File: config.mk
export PLATFORM = sky130hd
export DESIGN_NAME = serial_subtractor
export DESIGN_NICKNAME = d
export VERILOG_FILES = /design/src/rtl/arith_pkg.sv /design/src/rtl/full_subtractor_cell.sv /design/src/rtl/serial_subtractor.sv
export SDC_FILE = /design/constraint.sdc
export NUM_CORES = 1
export LEC_CHECK = 0
export ABC_AREA = 1
export BUFFER_PORTS_ARGS = -buffer_cell sky130_fd_sc_hd__buf_2
export CORE_MARGIN = 3
export CORE_UTILIZATION = 43
export CTS_BUF_LIST = sky130_fd_sc_hd__clkbuf_2 sky130_fd_sc_hd__clkbuf_4 sky130_fd_sc_hd__clkbuf_8
export DETAILED_ROUTE_END_ITERATION = 6
export GPL_ROUTABILITY_DRIVEN = 0
export PLACE_DENSITY = 0.66
export SLEW_MARGIN = 15
export SYNTH_ARGS = -nofsm -noshare
export SYNTH_HDL_FRONTEND = slang
export SYNTH_SLANG_ARGS = --single-unit
export TNS_END_PERCENT = 20
File: constraint.sdc
create_clock -name clk -period 3.4 [get_ports clk]
set_clock_uncertainty 0.1 [all_clocks]
set_input_delay 0.68 -clock clk [delete_from_list [all_inputs] [get_ports clk]]
set_output_delay 0.68 -clock clk [all_outputs]
set_load 0.01 [all_outputs]
File: src/rtl/arith_pkg.sv
// -----------------------------------------------------------------------------
// arith_pkg
// Shared definitions for the serial arithmetic blocks.
//   serial_state_t : control state of a bit-serial operator (IDLE/BUSY/DONE)
//   full_sub()     : single-bit full subtractor, returns {d, bout}
// -----------------------------------------------------------------------------
package arith_pkg;

    typedef enum logic [1:0] {
        IDLE,
        BUSY,
        DONE
    } serial_state_t;

    // d = x - y - bin (one bit); bout is set when the bit result underflows.
    function automatic logic [1:0] full_sub(input logic x, input logic y, input logic bin);
        logic d;
        logic bout;
        d    = x ^ y ^ bin;
        bout = (~x & y) | (~(x ^ y) & bin);
        return {d, bout};
    endfunction

endpackage

File: src/rtl/full_subtractor_cell.sv
// -----------------------------------------------------------------------------
// full_subtractor_cell
// Combinational single-bit subtractor cell used by the serial datapath.
// Ports:
//   x    in  minuend bit
//   y    in  subtrahend bit
//   bin  in  borrow in
//   d    out difference bit
//   bout out borrow out
// -----------------------------------------------------------------------------
module full_subtractor_cell
    import arith_pkg::*;
(
    input  logic x,
    input  logic y,
    input  logic bin,
    output logic d,
    output logic bout
);

    assign {d, bout} = full_sub(x, y, bin);

endmodule

File: src/rtl/serial_subtractor.sv
// -----------------------------------------------------------------------------
// serial_subtractor
// Bit-serial unsigned subtractor: diff = (a - b) mod 2^WIDTH, one bit per
// clock, LSB first, through a single full-subtractor cell and a borrow flop.
// Ports:
//   clk       in  clock, rising edge
//   rst_n     in  asynchronous active-low reset
//   in_valid  in  request valid
//   in_ready  out request accepted when high (IDLE only)
//   a, b      in  unsigned operands, sampled on accept
//   out_valid out result valid (DONE only)
//   out_ready in  result consumed on out_valid && out_ready
//   diff      out (a - b) mod 2^WIDTH
//   borrow    out a < b
//   zero      out diff == 0
// -----------------------------------------------------------------------------
module serial_subtractor
    import arith_pkg::*;
#(
    parameter int WIDTH = 4
) (
    input  logic             clk,
    input  logic             rst_n,
    input  logic             in_valid,
    output logic             in_ready,
    input  logic [WIDTH-1:0] a,
    input  logic [WIDTH-1:0] b,
    output logic             out_valid,
    input  logic             out_ready,
    output logic [WIDTH-1:0] diff,
    output logic             borrow,
    output logic             zero
);

    localparam int CNT_W = $clog2(WIDTH);
    localparam logic [CNT_W-1:0] LAST = CNT_W'(WIDTH - 1);

    generate
        if (WIDTH < 2) begin : g_width_check
            $error("serial_subtractor: WIDTH must be >= 2");
        end
    endgenerate

    serial_state_t    state;
    serial_state_t    state_nxt;
    logic [WIDTH-1:0] a_sh;
    logic [WIDTH-1:0] b_sh;
    logic [WIDTH-1:0] d_sh;
    logic [CNT_W-1:0] cnt;
    logic             br;
    logic             zero_r;
    logic             d_bit;
    logic             br_nxt;
    logic             accept;
    logic             last_bit;
    logic [WIDTH-1:0] d_sh_nxt;

    full_subtractor_cell u_cell (
        .x    (a_sh[0]),
        .y    (b_sh[0]),
        .bin  (br),
        .d    (d_bit),
        .bout (br_nxt)
    );

    assign accept   = (state == IDLE) && in_valid;
    assign last_bit = (state == BUSY) && (cnt == LAST);
    // Each new difference bit enters at the MSB, so after WIDTH shifts the
    // first (LSB) bit has arrived at position 0.
    assign d_sh_nxt = {d_bit, d_sh[WIDTH-1:1]};

    always_ff @(posedge clk or negedge rst_n) begin
        if (!rst_n) begin
            state <= IDLE;
        end else begin
            state <= state_nxt;
        end
    end

    always_comb begin
        state_nxt = state;
        case (state)
            IDLE:    if (in_valid)  state_nxt = BUSY;
            BUSY:    if (last_bit)  state_nxt = DONE;
            DONE:    if (out_ready) state_nxt = IDLE;
            default: state_nxt = IDLE;
        endcase
    end

    always_ff @(posedge clk or negedge rst_n) begin
        if (!rst_n) begin
            a_sh   <= '0;
            b_sh   <= '0;
            d_sh   <= '0;
            cnt    <= '0;
            br     <= 1'b0;
            zero_r <= 1'b0;
        end else if (accept) begin
            a_sh   <= a;
            b_sh   <= b;
            d_sh   <= '0;
            cnt    <= '0;
            br     <= 1'b0;
            zero_r <= 1'b0;
        end else if (state == BUSY) begin
            a_sh <= a_sh >> 1;
            b_sh <= b_sh >> 1;
            d_sh <= d_sh_nxt;
            br   <= br_nxt;
            cnt  <= cnt + 1'b1;
            // Zero flag is registered alongside the final bit so it is
            // never asserted by the cleared shift register outside DONE.
            if (last_bit) begin
                zero_r <= (d_sh_nxt == '0);
            end
        end
    end

    assign in_ready  = (state == IDLE);
    assign out_valid = (state == DONE);
    assign diff      = d_sh;
    assign borrow    = br;
    assign zero      = zero_r;

endmodule
## Word-level counts from Yosys, hierarchy flattened

Cells that the tools add are included.

| word-level totals | value |
|---|---|
| register bits | 18 |
| input port bits | 12 |
| output and inout port bits | 8 |

| cells by class | value |
|---|---|
| add/sub/neg operators | 1 |
| eq/ne operators | 6 |
| multiplexer cells | 17 |
| bitwise logic cells | 7 |
| reductions and logical operators | 8 |

Operators with widths:

| kind | number |
|---|---|
| $mux W4 | 6 |
| $mux W2 | 5 |
| $pmux W2 S3 | 1 |
| $mux W1 | 5 |
| $eq A2 B2 Y1 const B | 2 |
| $logic_not A4 Y1 | 1 |
| $ne A2 B2 Y1 const B | 2 |
| $reduce_bool A2 Y1 | 2 |
| $reduce_and A3 Y1 | 1 |
| $add A2 B1 Y2 const B | 1 |
| $and A1 B1 Y1 | 2 |
| $eq A2 B1 Y1 const B | 1 |
| $logic_and A1 B1 Y1 | 2 |
| $logic_not A2 Y1 | 1 |
| $ne A2 B1 Y1 const B | 1 |
| $not A1 Y1 | 2 |
| $reduce_and A2 Y1 | 1 |
| $xor A1 B1 Y1 | 2 |
| $or A1 B1 Y1 | 1 |

## Longest topological paths before layout

Gate-level depths: netlist (run 1).

| depth | value |
|---|---|
| depth in word-level cells | 6 |
| gate-level depth with buffers | 6 |
| mapped depth without buffers | 6 |

## Hierarchy

Synthesis (run 1) repeated with hierarchy kept, for this count alone.

| second synthesis, totals | value |
|---|---|
| cells, all modules | 93 |
| area, all modules | 817.0 sq um |

Modules (own cells, without submodules):

| module | times used | cells each | area each (sq um) | sequential area each (sq um) |
|---|---|---|---|---|
| serial_subtractor | 1 | 89 | 785.8 | 450.4 |
| full_subtractor_cell | 1 | 4 | 31.3 | 0.0 |

## Worst setup path after synthesis (run 1)

OpenSTA, ideal clock, no wires.

| timing path | value |
|---|---|
| path type | register to output |
| start point | register state[0] |
| end point | output port in_ready |
| arrival time | 0.711 ns |
| required time | 2.620 ns |
| slack | 1.909 ns |
| stages on the path, launching flop included | 2 |
| path buffers | 0 |
| cell sequence | dfrtp_1 > nor2_4 |

| between the ends | value |
|---|---|
| cells in the longest elaborated chain, start to end | 1 |

Ends and longest elaborated chain:

| element | RTL line | text |
|---|---|---|
| from (decl) | serial_subtractor.sv:44 | `serial_state_t state;` |
| from (signal assigned) | serial_subtractor.sv:76 | `state <= state_nxt;` |
| $logic_not A2 Y1 | serial_subtractor.sv:119 | `assign in_ready = (state == IDLE);` |
| to (decl) | serial_subtractor.sv:25 | `output logic in_ready,` |

Every way passes these cells.

## Worst setup path after layout (run 1)

Same ends and word-level chain as after synthesis.

==> flow_summary.rst, run 1 <==
.. list-table::
   :header-rows: 1

   * - Metric
     - Value
   * - Outcome
     - finished clean
   * - RSZ-0062 raised after global routing
     - no
   * - Synthesized area
     - 857 um^2
   * - Class of the tightest hold or removal check
     - in2async
   * - Cell count after synthesis
     - 89
   * - Number of unique standard cell types used by synthesis
     - 18
   * - Arr. time, crit path
     - ~1.2 ns
   * - Startpoint of the lowest-slack register-to-register path
     - borrow$_DFFE_PN0P_
   * - Total stage count of the critical path
     - 2
   * - Type of element launching the critical path
     - register
   * - Maximum vdd drop
     - roughly 0.44 mV
   * - Final Max Tran Viols
     - 0
   * - DP Cell Count
     - about 130
   * - Number of buffers inserted by post-CTS setup repair
     - 0
   * - Post-synthesis compound-gate area fraction
     - 6.28%
   * - Clock group share of total power
     - between 10% and 20%
   * - Max-cap violations
     - 0
   * - Clk_lat worst skew
     - around 0.29 ns
   * - Critical Path, Cell by Cell
     - nor2_4 > buf_2
   * - Vert. Die Dim
     - between 50 and 60 um
   * - Worst Path Required
     - around 2.6 ns
   * - Fraction of the mapped netlist area in adder cells
     - approximately 3.8%
   * - Row cnt
     - 15
   * - Total die area
     - 2560 um^2
   * - Static leakage
     - about 0.54 nW
   * - Aggregate global-route resource usage
     - between 10% and 20%
   * - Max Clk Rate
     - slightly below 0.5 GHz
   * - Boundary Pins
     - 20
   * - Switching power as a share of total power
     - roughly two fifths
   * - Share of final-layout standard cells stronger than drive strength 1
     - about 35%
   * - Number of gates given a new drive strength after cts
     - 0
   * - Final Cycle Share
     - between 50% and 60%
   * - CTS tree
     - yes
   * - Main combinational cell family by area after synthesis
     - simple AND/OR/NAND/NOR gates
   * - Slack of the worst reg-to-reg path
     - between 1.5 and 2 ns
   * - Final setup vio count
     - 0
   * - Xor/xnor share of the synthesized area
     - 0%
   * - Post-detailed-routing wire length
     - ~1.6 mm
   * - Final total power
     - about 0.89 mW
   * - Detailed-route via count
     - 660
   * - Top sig layer
     - met4
   * - First-pass iteration count of the detailed router
     - 4
   * - Crit path capture type
     - primary output
   * - Classification of the worst setup path
     - reg2out
   * - Clock-pin slew on the worst setup and hold paths
     - around 0.10 ns
   * - Syn. warnings
     - 0
   * - Final Core Density
     - 55.6%
   * - Cell family contributing the most delay on the critical path
     - flip-flops
   * - Wire length per cell
     - about 11 um
   * - Initial antenna violation count
     - 0
   * - Number of inserted diodes
     - 0
   * - CP max FO
     - 10
   * - Buffers & Inverters on Critical Path
     - 1
   * - Root Buffer
     - sky130_fd_sc_hd__clkbuf_4
   * - Int Pwr
     - just over 0.5 mW
   * - Post-CTS Hold Fix Bufs
     - 0
   * - Metal-1 WL
     - just over 700 um
   * - Power share of the sequential group
     - between 40% and 50%
   * - Synthesis-to-layout area growth
     - 16.8%
   * - Vias in the first global route
     - around 660
   * - Tightest slew margin relative to the limit
     - between 60% and 70%
   * - Clock H-tree levels
     - 1
   * - Port Buf Inserts
     - 19
   * - Worst slack, placed
     - between 1.5 and 2 ns
   * - Worst Tran Pin Value
     - about 0.48 ns
   * - Final-report hold violation count
     - 0
   * - Routed vias/inst
     - approximately 4.9
   * - Most common cell after layout, fill and taps aside
     - sky130_fd_sc_hd__nand2_1
   * - Maximum cell stage delay along the critical path
     - between 0.5 and 0.6 ns
   * - Library cell occupying the most area in the post-synthesis netlist
     - sky130_fd_sc_hd__dfrtp_1
   * - Power density over the cells
     - 885 nW/um^2
   * - Starting utilization of the core area
     - approximately 48%
   * - Final nets
     - around 130
   * - HPWL after detailed placement
     - 1.14 mm
   * - Drt drc
     - 0
   * - Longest Clk Path Bufs
     - 2
   * - Switching power summed over all nets
     - about 0.37 mW
   * - Combined area of the multi-input logic cells
     - 362 um^2
   * - Final setup slack of the worst path
     - about 1.4 ns
   * - Synthesized flop and latch total
     - 18
   * - Number of cells traversed by the worst register-to-register path
     - 5
   * - Combinational share of power
     - a little over two fifths
   * - Area share of the largest cell type after synthesis
     - a little over half
   * - Floorplan Core Area
     - approximately 1800 um^2
   * - Global-route wire length before repair
     - approximately 2.8 mm
   * - Metal3 WL
     - 68 um
   * - Final cell count without fillers
     - 135
   * - Multiplexer fraction of the synthesized cell area
     - 0%
   * - Overall die width
     - roughly 50 um
   * - Total Negative Setup Slacks
     - 0 ns
   * - Mean instance size in the synthesized netlist
     - approximately 9.6 um^2
   * - Shortest period the worst path allows
     - a little over 2 ns
   * - Slowest cell on the critical path
     - sky130_fd_sc_hd__dfrtp_1
   * - Drt initial violations
     - 15
   * - Synthesized Nets
     - a little over 100
   * - Fillcell total
     - 177
   * - Post-detailed-route count of antenna-violating nets
     - 0
   * - Post-Synth Simple-Gate Area
     - 32.1%
   * - Reg area
     - 450 um^2
   * - Maximum number of pins on one net before global-route repair
     - 19
   * - Number of clock buffers inserted by TritonCTS
     - 3
   * - Total length of routed met2 wires
     - roughly 750 um
   * - Terminus of the critical flop-to-flop path
     - zero$_DFFE_PN0P_
   * - Seq/Total Area, Yosys
     - 52.6%
   * - Total overflow reported by the global router
     - 0
   * - Synth area leaders
     - sky130_fd_sc_hd__dfrtp_1 53%, sky130_fd_sc_hd__nand2_1 11%, sky130_fd_sc_hd__nand3_2 7.0%
   * - Number of clock sinks
     - 18
   * - Most frequent cells in the layout
     - 26 x sky130_fd_sc_hd__nand2_1, 19 x sky130_fd_sc_hd__buf_2, 18 x sky130_fd_sc_hd__dfrtp_1
## power groups by stage
stage                     Combinational [mW]  Sequential [mW]  Clock, mW
after floorplan                        0.270            0.391          0
after global placement                 0.376            0.380          0
after detailed placement               0.386            0.385          0
after CTS                              0.387            0.381      0.137
after global routing                   0.438            0.392      0.145
final                                  0.377            0.379      0.130
## area by class of cell
| type | count | share of cell area [%] |
|---|---|---|
| Inverter | 7 | 2.63 |
| Clock buffer | 4 | 3.62 |
| Timing Repair Buffer | 19 | 9.50 |
| Tap cell | 25 | 3.13 |
| Multi-Input combinational cell | 62 | 36.1 |
| Sequential cell | 18 | 45.0 |
## how the worst max path moves through the flow
stage	from	endpoint	slack, ns
finish	state[0]$_DFFE_PN0P_	in_ready	1.38
global route	state[0]$_DFFE_PN0P_	in_ready	1.31
CTS	state[0]$_DFFE_PN0P_	in_ready	1.36
detailed placement	state[0]$_DFFE_PN0P_	in_ready	1.70
global placement	state[0]$_DFFE_PN0P_	in_ready	1.73
floorplan	state[0]$_DFFE_PN0P_	in_ready	1.91
## sequential cells by signal, summed over array words and instances, names as in the netlist
| signal | cells |
|---|---|
| diff | 4 |
| a_sh | 4 |
| borrow | 1 |
| state | 2 |
| b_sh | 4 |
| zero | 1 |
| cnt | 2 |
## synthesized netlist by cell type
| master | n |
|---|---|
| sky130_fd_sc_hd__nand2_1 | 26 |
| sky130_fd_sc_hd__dfrtp_1 | 18 |
| sky130_fd_sc_hd__nand3_1 | 10 |
| sky130_fd_sc_hd__nand2_2 | 6 |
| sky130_fd_sc_hd__nand3_2 | 6 |
| sky130_fd_sc_hd__o21ai_0 | 6 |
| sky130_fd_sc_hd__inv_1 | 5 |
| sky130_fd_sc_hd__nor2_1 | 2 |
| sky130_fd_sc_hd__buf_4 | 1 |
| sky130_fd_sc_hd__buf_6 | 1 |
| sky130_fd_sc_hd__clkinv_1 | 1 |
| sky130_fd_sc_hd__fa_1 | 1 |
| sky130_fd_sc_hd__ha_1 | 1 |
| sky130_fd_sc_hd__inv_2 | 1 |
| sky130_fd_sc_hd__nand2_4 | 1 |
| sky130_fd_sc_hd__nor2_4 | 1 |
| sky130_fd_sc_hd__o21ai_4 | 1 |
| sky130_fd_sc_hd__o31ai_1 | 1 |
## per-stage QoR
stage | cell area, um^2 | hold slack [ns]
after floorplan | 857 | 0.284
after global placement | 965 | 0.358
after detailed placement | 965 | 0.372
after CTS | 1000 | 0.205
after global routing | 1000 | 0.204
final | 1000 | 0.202
## worst register-to-register path: stages, from the launching register on
cell and delay, ns:
sky130_fd_sc_hd__dfrtp_1 0.42, sky130_fd_sc_hd__fa_1 0.57, sky130_fd_sc_hd__nand2_1 0.06, sky130_fd_sc_hd__nor2_1 0.12, sky130_fd_sc_hd__nand2_1 0.06, sky130_fd_sc_hd__nand2_1 0.06
## cell families after synthesis
| group | Yosys count |
|---|---|
| AO/OA/AOI/OAI | 8 |
| flip-flops | 18 |
| AND/OR/NAND/NOR | 52 |
| adder cells (fa/ha/maj) | 2 |
| buffers and inverters | 9 |
## metal layers
layer  vias to the layer above  global-route usage [%]
met5                         -                       0
met1                       316                    17.1
met4                         0                    5.38
met3                         2                    3.86
met2                        14                    24.8
li1                        328                       -
No activity file was read; power rests on OpenSTA's default activity.
==> run 2: changes to the inputs <==
PLACE_DENSITY = 0.69   (was 0.66)
clock period = 1.6 ns   (was 3.4 ns; I/O delays follow)
==> run 2 against run 1 <==
Utilization increased by 1.5 points. Die area unchanged. Sequential cell count unchanged. Setup slack got worse by 1.3 ns. Global-route usage increased by 0.64 points. Final area increased by 2.8%. Combinational power increased by 130%. Cell count increased by 3.0%. Count of clock-buffer cells in the layout decreased by 1. Register-to-register slack got worse by 1.7 ns. Critical path type unchanged. Critical endpoint unchanged. Largest power group is now combinational logic.
==> flow_summary.rst, run 2 (synthesized netlist as in run 1, its figures left out) <==
.. list-table::
   :header-rows: 1

   * - Metric
     - Value
   * - Outcome
     - finished clean
   * - HPWL after detailed placement
     - 1.25 mm (+9.0%)
   * - Clock-pin slew on the worst setup and hold paths
     - 0.09 ns (about the same)
   * - Wire length per cell
     - 11.8 um (+2.4%)
   * - Final nets
     - 130 (+4.0%)
   * - Most frequent cells in the layout
     - 26 x sky130_fd_sc_hd__nand2_1, 19 x sky130_fd_sc_hd__buf_2, 17 x sky130_fd_sc_hd__dfrtp_1
   * - Worst Tran Pin Value
     - 0.401 ns (-0.0787 ns)
   * - Longest Clk Path Bufs
     - 2 (unchanged)
   * - Row cnt
     - 15 (unchanged)
   * - Starting utilization of the core area
     - 47.6% (unchanged)
   * - RSZ-0062 raised after global routing
     - no
   * - Synthesis-to-layout area growth
     - 20.0%
   * - Post-detailed-route count of antenna-violating nets
     - 0 (unchanged)
   * - Worst hold endpoint
     - state[1]$_DFFE_PN0P_
   * - Final Hold Slack
     - 0.125 ns (-0.0765 ns)
   * - Number of cells traversed by the worst register-to-register path
     - 5 (unchanged)
   * - Fillcell total
     - 179 (+1.1%)
   * - Final cell count without fillers
     - 139 (+3.0%)
   * - Final Cycle Share
     - 95.0%
   * - Start point of the worst hold path
     - out_ready
   * - Share of final-layout standard cells stronger than drive strength 1
     - 38.6% (+3.1 points)
   * - Clk_lat worst skew
     - 0.28 ns (about the same)
   * - Terminus of the critical flop-to-flop path
     - zero$_DFFE_PN0P_
   * - Combined area of the multi-input logic cells
     - 362 um^2 (unchanged)
   * - CP max FO
     - 6 (-4)
   * - Maximum vdd drop
     - 0.932 mV (+110%)
   * - Arr. time, crit path
     - 1.10 ns (-0.14 ns)
   * - Type of element launching the critical path
     - register
   * - Class of the tightest hold or removal check
     - in2reg
   * - Boundary Pins
     - 20 (unchanged)
   * - Overall die width
     - 50.6 um (unchanged)
   * - First-pass iteration count of the detailed router
     - 4 (unchanged)
   * - M3 GR Usage
     - 4.15% (+0.30 points)
   * - Total overflow reported by the global router
     - 0 (unchanged)
   * - Max Clk Rate
     - about 0.66 GHz
   * - Root Buffer
     - sky130_fd_sc_hd__clkbuf_4
   * - Number of inserted diodes
     - 0 (unchanged)
   * - Power density over the cells
     - 1840 nW/um^2 (+110%)
   * - Vias in the first global route
     - 682 (+3.2%)
   * - Classification of the worst setup path
     - reg2out
   * - Reg area
     - 452 um^2 (+0.28%)
   * - Total Negative Setup Slacks
     - 0 ns (unchanged)
   * - Met2 usage in global routing
     - 24.3% (-0.43 points)
   * - Drt initial violations
     - 7 (-8)
   * - Number of clock sinks
     - 18 (unchanged)
   * - Instance count along the most critical hold path
     - 2
   * - CTS tree
     - yes
   * - Final-report hold violation count
     - 0 (unchanged)
   * - Final Max Tran Viols
     - 0 (unchanged)
   * - DP Cell Count
     - 135 (+3.1%)
   * - Initial antenna violation count
     - 0 (unchanged)
   * - Slack of the worst reg-to-reg path
     - 0.21 ns (-1.74 ns)
   * - Vert. Die Dim
     - 50.6 um (unchanged)
   * - Static leakage
     - 0.557 nW (+3.1%)
   * - Routed vias/inst
     - 4.80 (-1.8%)
   * - Final setup vio count
     - 0 (unchanged)
   * - Most common cell after layout, fill and taps aside
     - sky130_fd_sc_hd__nand2_1
   * - Aggregate global-route resource usage
     - 15.0% (+0.64 points)
   * - Port Buf Inserts
     - 19 (unchanged)
   * - Number of clock buffers inserted by TritonCTS
     - 3 (unchanged)
   * - Floorplan Core Area
     - 1800 um^2 (unchanged)
   * - Worst Path Required
     - 1.18 ns (-1.44 ns)
   * - Maximum number of pins on one net before global-route repair
     - 19 (unchanged)
   * - Global-route wire length before repair
     - 2.86 mm (+3.5%)
   * - Crit path capture type
     - primary output
   * - Total die area
     - 2560 um^2 (unchanged)
   * - Shortest period the worst path allows
     - around 1.5 ns
   * - Startpoint of the lowest-slack register-to-register path
     - borrow$_DFFE_PN0P_
   * - Tightest slew margin relative to the limit
     - 73.3% (+5.4 points)
   * - Detailed-route via count
     - 667 (+1.1%)
   * - Met1 global-route usage
     - 18.0% (+0.93 points)
   * - Clock H-tree levels
     - 1 (unchanged)
   * - Drt drc
     - 0 (unchanged)
   * - Final Core Density
     - 57.1% (+1.5 points)
   * - Area post-placement
     - 995 um^2 (+3.1%)
   * - Cell area after layout
     - 1030 um^2 (+2.8%)
   * - Max-cap violations
     - 0 (unchanged)
   * - Post-detailed-routing wire length
     - 1.64 mm (+5.4%)
   * - Most crowded layer after global routing
     - met2
[run 2: changes by cell type in the layout (fill, tap and decap cells not counted)]
| cell | delta |
|---|---|
| sky130_fd_sc_hd__inv_2 | +1 |
| sky130_fd_sc_hd__inv_1 | -1 |
| sky130_fd_sc_hd__clkbuf_8 | -1 |
| sky130_fd_sc_hd__dfrtp_1 | -1 |
| sky130_fd_sc_hd__dlygate4sd3_1 | +1 |
| sky130_fd_sc_hd__buf_4 | +4 |
| sky130_fd_sc_hd__dfrtp_2 | +1 |
[run 2: how the worst max path moves through the flow]
stage                          from                to  slack, ns  depth (start not counted)
2_1_floorplan    borrow$_DFFE_PN0P_  zero$_DFFE_PN0P_       0.23                          5
3_3_place_gp     borrow$_DFFE_PN0P_  zero$_DFFE_PN0P_       0.25                          5
3_5_place_dp     borrow$_DFFE_PN0P_  zero$_DFFE_PN0P_       0.21                          5
4_1_cts        state[0]$_DFFE_PN0P_          in_ready       0.01                          2
5_1_grt        state[0]$_DFFE_PN0P_          in_ready       0.02                          2
6_report       state[0]$_DFFE_PN0P_          in_ready       0.08                          2
[run 2: power breakdown]
part | switching, mW | total [mW] | internal, mW
Sequential | 0.161 | 0.813 | 0.652
Clock | 0.128 | 0.216 | 0.0874
Combinational | 0.507 | 0.866 | 0.360
Total | 0.796 | 1.89 | 1.10
[run 2: timing repair]
| action | in CTS | in global routing |
|---|---|---|
| resized for setup | 0 | 2 |
| hold buffers | 1 | 0 |
| setup endpoints to repair | 0 | 2 |
| hold endpoints to repair | 18 | 0 |
| setup buffers | 0 | 0 |
[run 2: layout make-up]
class	instances	share of cell area, %
clock buffers	3	2.19
repair buffers	24	13.1
inverters	7	2.55
multi-input cells	62	35.2
flip-flops and latches	18	43.9
well taps	25	3.04
[run 2: per-stage QoR]
stage	total power, mW	setup slack [ns]
after detailed placement	1.69	0.213
after floorplan	1.40	0.232
final	1.89	0.0794
after CTS	1.92	0.0143
after global placement	1.67	0.252
after global routing	2.08	0.0228
[run 2: routing by layer]
| metal | vias to the layer above | wire length, um |
|---|---|---|
| li1 | 339 | - |
| met1 | 304 | 734 |
| met2 | 22 | 790 |
| met3 | 2 | 96 |
| met4 | 0 | 14 |
| met5 | - | 0 |
[run 2: worst max-delay path, stage by stage, from the launching register on]
cell and delay, ns:
sky130_fd_sc_hd__dfrtp_2 0.49, sky130_fd_sc_hd__nor2_4 0.17, sky130_fd_sc_hd__buf_2 0.16
